[config.mk]
export PLATFORM = sky130hd
export DESIGN_NAME = usb1bd_frame_timer
export DESIGN_NICKNAME = d
export VERILOG_FILES = /design/src/rtl/usb1bd_frame_timer.sv
export SDC_FILE = /design/constraint.sdc
export NUM_CORES = 1
export LEC_CHECK = 0
export ABC_CLOCK_PERIOD_IN_PS = 2900
export CORE_UTILIZATION = 25
export CTS_BUF_LIST = sky130_fd_sc_hd__clkbuf_8 sky130_fd_sc_hd__clkbuf_16
export DETAILED_ROUTE_END_ITERATION = 6
export PLACE_DENSITY = 0.43
export SYNTH_ARGS = -nofsm -noshare
export SYNTH_HDL_FRONTEND = slang
export SYNTH_SLANG_ARGS = --single-unit
[constraint.sdc]
create_clock -name clk -period 2.9 [get_ports clk]
set_clock_uncertainty 0.2 [all_clocks]
set_input_delay 0.29 -clock clk [delete_from_list [all_inputs] [get_ports clk]]
set_output_delay 0.29 -clock clk [all_outputs]
set_load 0.005 [all_outputs]
[src/rtl/usb1bd_frame_timer.sv]
// USB1 device SOF/frame timing engine: half-microsecond tick, time since SOF,
// SOF lock tracking, synthesised SOFs on miss and frame continuity checking.
module usb1bd_frame_timer #(
    parameter int HMS_W    = 8,
    parameter int SOFT_W   = 12,
    parameter int LOCK_CNT = 2,
    parameter int MISS_MAX = 3
) (
    input  logic              clk,
    input  logic              rst_n,
    input  logic [HMS_W-1:0]  cfg_max_hms,
    input  logic [SOFT_W-1:0] cfg_frame_len,
    input  logic [SOFT_W-1:0] cfg_frame_tol,
    input  logic              cfg_miss_clr,
    input  logic              sof_valid,
    input  logic [10:0]       sof_frame_no,
    output logic              hms_tick,
    output logic [10:0]       frame_no,
    output logic [SOFT_W-1:0] sof_time,
    output logic              sof_pulse,
    output logic              sof_synth,
    output logic              sof_locked,
    output logic              frame_err,
    output logic [7:0]        sof_miss_cnt,
    output logic [31:0]       frm_nat
);

    localparam int GW = (LOCK_CNT < 2) ? 1 : $clog2(LOCK_CNT + 1);
    localparam int MW = (MISS_MAX < 2) ? 1 : $clog2(MISS_MAX + 1);

    typedef enum logic [1:0] {
        S_UNLOCK  = 2'd0,
        S_LOCKING = 2'd1,
        S_LOCKED  = 2'd2
    } state_t;

    state_t            r_state;
    logic              r_sof;
    logic [10:0]       r_fno;
    logic [HMS_W-1:0]  r_hms_cnt;
    logic              r_hms_tick;
    logic [SOFT_W-1:0] r_sof_time;
    logic [GW-1:0]     r_good;
    logic [MW-1:0]     r_miss_run;
    logic [10:0]       r_frame_no;
    logic              r_pulse;
    logic              r_synth;
    logic              r_err;
    logic              r_locked;
    logic [7:0]        r_miss_cnt;

    state_t            w_state_nx;
    logic [GW-1:0]     w_good_nx;
    logic [MW-1:0]     w_miss_run_nx;
    logic [10:0]       w_frame_no_nx;
    logic              w_pulse_nx;
    logic              w_synth_nx;
    logic              w_err_nx;
    logic [10:0]       w_fno_inc;
    logic              w_sof_ev;
    logic [SOFT_W:0]   w_lo_x;
    logic [SOFT_W:0]   w_hi_x;
    logic [SOFT_W-1:0] w_lo;
    logic [SOFT_W-1:0] w_hi;
    logic              w_in_win;
    logic              w_deadline;

    // Acceptance window, clamped at both ends of the sof_time range
    always_comb begin
        w_lo_x     = {1'b0, cfg_frame_len} - {1'b0, cfg_frame_tol};
        w_hi_x     = {1'b0, cfg_frame_len} + {1'b0, cfg_frame_tol};
        w_lo       = w_lo_x[SOFT_W] ? '0 : w_lo_x[SOFT_W-1:0];
        w_hi       = w_hi_x[SOFT_W] ? '1 : w_hi_x[SOFT_W-1:0];
        w_in_win   = (r_sof_time >= w_lo) && (r_sof_time <= w_hi);
        w_deadline = (r_sof_time > w_hi) && r_hms_tick;
        w_fno_inc  = r_frame_no + 11'd1;
    end

    // Lock FSM next state and per-frame outputs; a real SOF beats a deadline
    always_comb begin
        w_state_nx    = r_state;
        w_good_nx     = r_good;
        w_miss_run_nx = r_miss_run;
        w_frame_no_nx = r_frame_no;
        w_pulse_nx    = 1'b0;
        w_synth_nx    = 1'b0;
        w_err_nx      = 1'b0;
        case (r_state)
            S_UNLOCK: begin
                if (r_sof) begin
                    w_frame_no_nx = r_fno;
                    w_pulse_nx    = 1'b1;
                    w_good_nx     = GW'(1);
                    w_miss_run_nx = '0;
                    w_state_nx    = (LOCK_CNT == 1) ? S_LOCKED : S_LOCKING;
                end
            end
            S_LOCKING: begin
                if (r_sof) begin
                    w_frame_no_nx = r_fno;
                    w_pulse_nx    = 1'b1;
                    if (w_in_win) begin
                        w_good_nx = r_good + GW'(1);
                        if (int'(r_good) + 1 >= LOCK_CNT)
                            w_state_nx = S_LOCKED;
                    end else begin
                        w_good_nx = GW'(1);
                    end
                end else if (w_deadline) begin
                    w_state_nx = S_UNLOCK;
                    w_good_nx  = '0;
                end
            end
            S_LOCKED: begin
                if (r_sof) begin
                    w_frame_no_nx = r_fno;
                    w_pulse_nx    = 1'b1;
                    w_miss_run_nx = '0;
                    w_err_nx      = (r_fno != w_fno_inc) || !w_in_win;
                    if (!w_in_win) begin
                        w_state_nx = S_LOCKING;
                        w_good_nx  = GW'(1);
                    end
                end else if (w_deadline) begin
                    w_frame_no_nx = w_fno_inc;
                    w_pulse_nx    = 1'b1;
                    w_synth_nx    = 1'b1;
                    if (int'(r_miss_run) + 1 >= MISS_MAX) begin
                        w_state_nx    = S_UNLOCK;
                        w_good_nx     = '0;
                        w_miss_run_nx = '0;
                    end else begin
                        w_miss_run_nx = r_miss_run + MW'(1);
                    end
                end
            end
            default: begin
                w_state_nx = S_UNLOCK;
                w_good_nx  = '0;
            end
        endcase
        w_sof_ev = r_sof | w_synth_nx;
    end

    // FSM state, frame tracking and registered strobes
    always_ff @(posedge clk or negedge rst_n) begin
        if (!rst_n) begin
            r_state    <= S_UNLOCK;
            r_sof      <= 1'b0;
            r_fno      <= '0;
            r_good     <= '0;
            r_miss_run <= '0;
            r_frame_no <= '0;
            r_pulse    <= 1'b0;
            r_synth    <= 1'b0;
            r_err      <= 1'b0;
            r_locked   <= 1'b0;
        end else begin
            r_state    <= w_state_nx;
            r_sof      <= sof_valid;
            r_fno      <= sof_frame_no;
            r_good     <= w_good_nx;
            r_miss_run <= w_miss_run_nx;
            r_frame_no <= w_frame_no_nx;
            r_pulse    <= w_pulse_nx;
            r_synth    <= w_synth_nx;
            r_err      <= w_err_nx;
            r_locked   <= (w_state_nx == S_LOCKED);
        end
    end

    // Tick divider and saturating time-since-SOF, both restarted by any SOF
    always_ff @(posedge clk or negedge rst_n) begin
        if (!rst_n) begin
            r_hms_cnt  <= '0;
            r_hms_tick <= 1'b0;
            r_sof_time <= '0;
        end else begin
            r_hms_tick <= (r_hms_cnt == cfg_max_hms);
            if (w_sof_ev || r_hms_cnt == cfg_max_hms)
                r_hms_cnt <= '0;
            else
                r_hms_cnt <= r_hms_cnt + HMS_W'(1);
            if (w_sof_ev)
                r_sof_time <= '0;
            else if (r_hms_tick && r_sof_time != '1)
                r_sof_time <= r_sof_time + SOFT_W'(1);
        end
    end

    // Saturating miss counter; a clear beats a same-cycle increment
    always_ff @(posedge clk or negedge rst_n) begin
        if (!rst_n)
            r_miss_cnt <= '0;
        else if (cfg_miss_clr)
            r_miss_cnt <= '0;
        else if (w_synth_nx && r_miss_cnt != 8'hFF)
            r_miss_cnt <= r_miss_cnt + 8'd1;
    end

    assign hms_tick     = r_hms_tick;
    assign frame_no     = r_frame_no;
    assign sof_time     = r_sof_time;
    assign sof_pulse    = r_pulse;
    assign sof_synth    = r_synth;
    assign sof_locked   = r_locked;
    assign frame_err    = r_err;
    assign sof_miss_cnt = r_miss_cnt;
    assign frm_nat      = {4'h0, r_locked, r_frame_no, 16'(r_sof_time)};

endmodule

==> results_dict.tcl <==
set metrics [dict create \
    setup_repair_after_global_routing_missed_its_margin "yes" \
    run_status "complete, but fails checks" \
    totalNegativeSetupSlack_ps -38560 \
    avg_vias_per_cell 4.62 \
    timing.critical_path.from_type "input port" \
    worstSkewPairLatency_ps 340 \
    vdd_ir_drop_max_mv 0.265 \
    worst_hold_path.endpoint "r_fno[4]$_DFF_PN0_" \
    worstSetupPathType "input port to flip-flop" \
    cts_root_buffer "clkbuf_16" \
    net_switching_power_of_the_design_mw 0.957 \
    number_of_enable_flip_flop_cells_after_synthesis 0 \
    r2r.worst_path.cells 9 \
    cp_data_required_time_ps 2960 \
    initial_utilization_pct 25.4 \
    first_pass_iters 5 \
    synth_top_area_share_pct 30.2 \
    crit_path_end_kind "flip-flop" \
    drt-initial-drc-count 224 \
    cts_made_buffers 9 \
    regToRegSetupSlack_ps 130 \
    via_count_of_the_first_global_routing_pass 5048 \
    final_cell_area_um2 8100 \
    yosys_warnings 0 \
    rows 52 \
    initial_antenna_violation_count 0 \
    die_area_um2 21100 \
    cts_tree "built" \
    setup_viol 49 \
    worst-path-max-fanout 7 \
    globalplace.congestion 0.807 \
    crit-reg2reg-launch "frame_no[1]$_DFFE_PN0P_" \
    holdCritStartpoint "sof_frame_no[4]" \
    intPower_mw 2.22 \
    fmax_mhz 263 \
    tightestPinTransition_ps 750 \
    post-layout-total-power_mw 3.17 \
    finalMaxSlewViolations 0 \
    floorplan.die.width_um 145 \
    clk_transition_reported_paths_ps 60 \
    dpl_cell_area_um2 7060 \
    period_minus_slack_ps 3800 \
    yosys-top-cells-count "62 x dfrtp_1, 53 x ha_1, 52 x nor2_1" \
    die_h_um 145 \
    wire_length_of_the_first_global_routing_pass_mm 25.2 \
    grt_start_max_net_pins 33 \
    route.antenna.remaining_nets 0 \
    holdCritPathClass "input port to flip-flop" \
    power.density_nw_per_um2 391 \
    detailed_place_hpwl_mm 11.5 \
    worst_hold_path.num_cells 1 \
    route.detailed.wl_per_inst_um 14.5 \
    share_seq_of_total_power_pct 32.1 \
    combinationalPowerShare_pct 33.9 \
    max-clock-path-buffers 2 \
    final_layout_size_suffix_gt1_share_pct 31.0 \
    slew-limit-headroom_pct 50.0 \
    synth.cell_area_um2 5130 \
    yosysTopAreaCell "dfrtp_1" \
    crit_start "cfg_frame_tol[8]" \
    finalCritPeriodShare_pct 131 \
    fin_nets 877 \
    r2r_end "frame_err$_DFF_PN0_" \
    yosys_register_bits 62 \
    route.vias.total 4855 \
    postSynth.asyncResetShare_pct 100 \
    post_synth_inst_count 599 \
    sequential_cell_area_fraction_in_the_yosys_report_pct 30.2 \
    yosys.cell_types.count 57 \
    cellLeakagePower_nw 3.43 \
    cts_htree_levels 3 \
    power_share_of_the_clock_group_pct 34.0 \
    grt_overflow_total 0 \
    postLayoutSetupSlackWorst_ps -902 \
    ys_dominant_reg_cell "dfrtp_1" \
    areaGrowthSynthToFinish_pct 57.9 \
    syn_area_per_cell_um2 8.57 \
    synth.most_common_cell "dfrtp_1" \
    n_antenna_cell 0 \
    grt.total_usage_pct 14.8 \
    switching_share_pct 30.2 \
    final_hold_viol_count 0 \
    cap_violations 0 \
    floorplan.io_pins 115 \
    clock_sink_count 62 \
    synthTopCellsByArea "dfrtp_1 30%, ha_1 13%, xnor2_1 6.7%" \
    post-route-drc-count 0 \
    place.port_buffers 106 \
    totalWireLength_mm 15.3 \
    violated_checks "setup timing" \
    core_area_um2 20200 \
    cp.arrival_ps 3860 \
]
[cells in the final DEF (no fill, tap or decap), types with 6 or more instances in the layout]
master and count:
nand4_1 17, inv_2 8, xor2_1 19, a21oi_4 8, a21o_1 7, nor2b_1 6
xnor2_1 39, dlygate4sd2_1 9, nand2_1 35, buf_6 22, o21ai_1 9, conb_1 8
ha_1 36, nand2b_1 6, nor3_1 8, and3_1 12, buf_4 85, inv_1 36
nor2_1 40, a2bb2oi_2 8, ha_4 14, a21oi_2 12, dfrtp_1 62, clkbuf_16 9
nand3_1 18, o211ai_1 8, a21oi_1 12, nor2_2 9, o21ai_0 14, clkdlybuf4s50_1 86
[worst max path at each step]
stage | end | slack [ps]
floorplan | sof_miss_cnt[5]$_DFFE_PN0P_ | -840
global route | frame_no[7]$_DFFE_PN0P_ | -1090
finish | sof_miss_cnt[5]$_DFFE_PN0P_ | -900
global placement | sof_miss_cnt[2]$_DFFE_PN0P_ | -2080
CTS | sof_miss_cnt[5]$_DFFE_PN0P_ | -1010
detailed placement | sof_miss_cnt[5]$_DFFE_PN0P_ | -2060
[kinds of logic after synthesis]
logic type	count (synthesis)	synth area share [%]
AO/OA/AOI/OAI	127	16.8
XOR/XNOR	58	9.90
adder cells (fa/ha/maj)	55	13.7
buffers and inverters	99	9.75
flip-flops	62	30.2
multiplexers	4	0.804
other	1	0.0731
AND/OR/NAND/NOR	193	18.8
[sequential cells by signal, summed over array words and instances (netlist names)]
register      flops
hms_tick          1
frame_err         1
r_hms_cnt         8
sof_pulse         1
sof_miss_cnt      8
r_fno            11
sof_time         12
r_sof             1
sof_locked        1
r_miss_run        2
r_state           2
frame_no         11
sof_synth         1
r_good            2
[metrics by stage]
step / setup WS [ps] / util [%] / std cells / hold WS (ps)
6_report: -902 / 40.2 / 1050 / 189
5_1_grt: -1090 / 40.2 / 1050 / 174
4_1_cts: -1010 / 39.0 / 1050 / 179
3_5_place_dp: -2060 / 35.0 / 1018 / 191
3_3_place_gp: -2080 / 35.0 / 1018 / 183
2_1_floorplan: -843 / - / 606 / -206
[layout make-up]
class                      instances  area, um^2
fill                            2026       12100
sequential                        62        1550
clock inverter                     5        50.0
timing repair buffer             213        1970
multi-input combinational        445        3770
clock buffer                      11         253
tap                              270         338
inverter                          44         180
[timing repair]
| item | CTS | global route |
|---|---|---|
| hold buffers | 1 | 0 |
| cloned | 1 | 0 |
| hold endpoints to repair | 30 | 0 |
| endpoints found under the setup margin | 49 | 49 |
| gates resized for setup | 122 | 57 |
| setup buffers | 14 | 3 |
| pin swaps | 40 | 35 |
[critical path, cell delays in order]
cell             delay (ps)
clkdlybuf4s50_1         480
inv_1                    70
ha_4                    220
o31ai_4                 240
a31oi_1                 130
o21bai_2                310
buf_6                   180
nor2_1                   60
ha_1                    290
nor2b_4                 130
o211ai_1                110
a211o_1                 330
a211oi_4                300
buf_6                   150
nand3_2                  90
or3_4                   340
a21oi_2                 120
[power groups by stage]
| stage | clock network, mW | logic (mW) | registers [mW] |
|---|---|---|---|
| finish | 1.08 | 1.08 | 1.02 |
| global route | 1.15 | 1.18 | 1.03 |
| CTS | 1.11 | 1.03 | 1.01 |
| detailed placement | 0 | 0.922 | 1.02 |
| global placement | 0 | 0.913 | 1.02 |
| floorplan | 0 | 0.554 | 0.993 |
[per-layer routing]
metal / part of all wire (%) / GRT usage (%)
met5: 0 / 0
met4: 0.86 / 3.47
met3: 3.5 / 2.58
met2: 52 / 27.1
met1: 44 / 17.9
(Power assumes the default switching activity.)
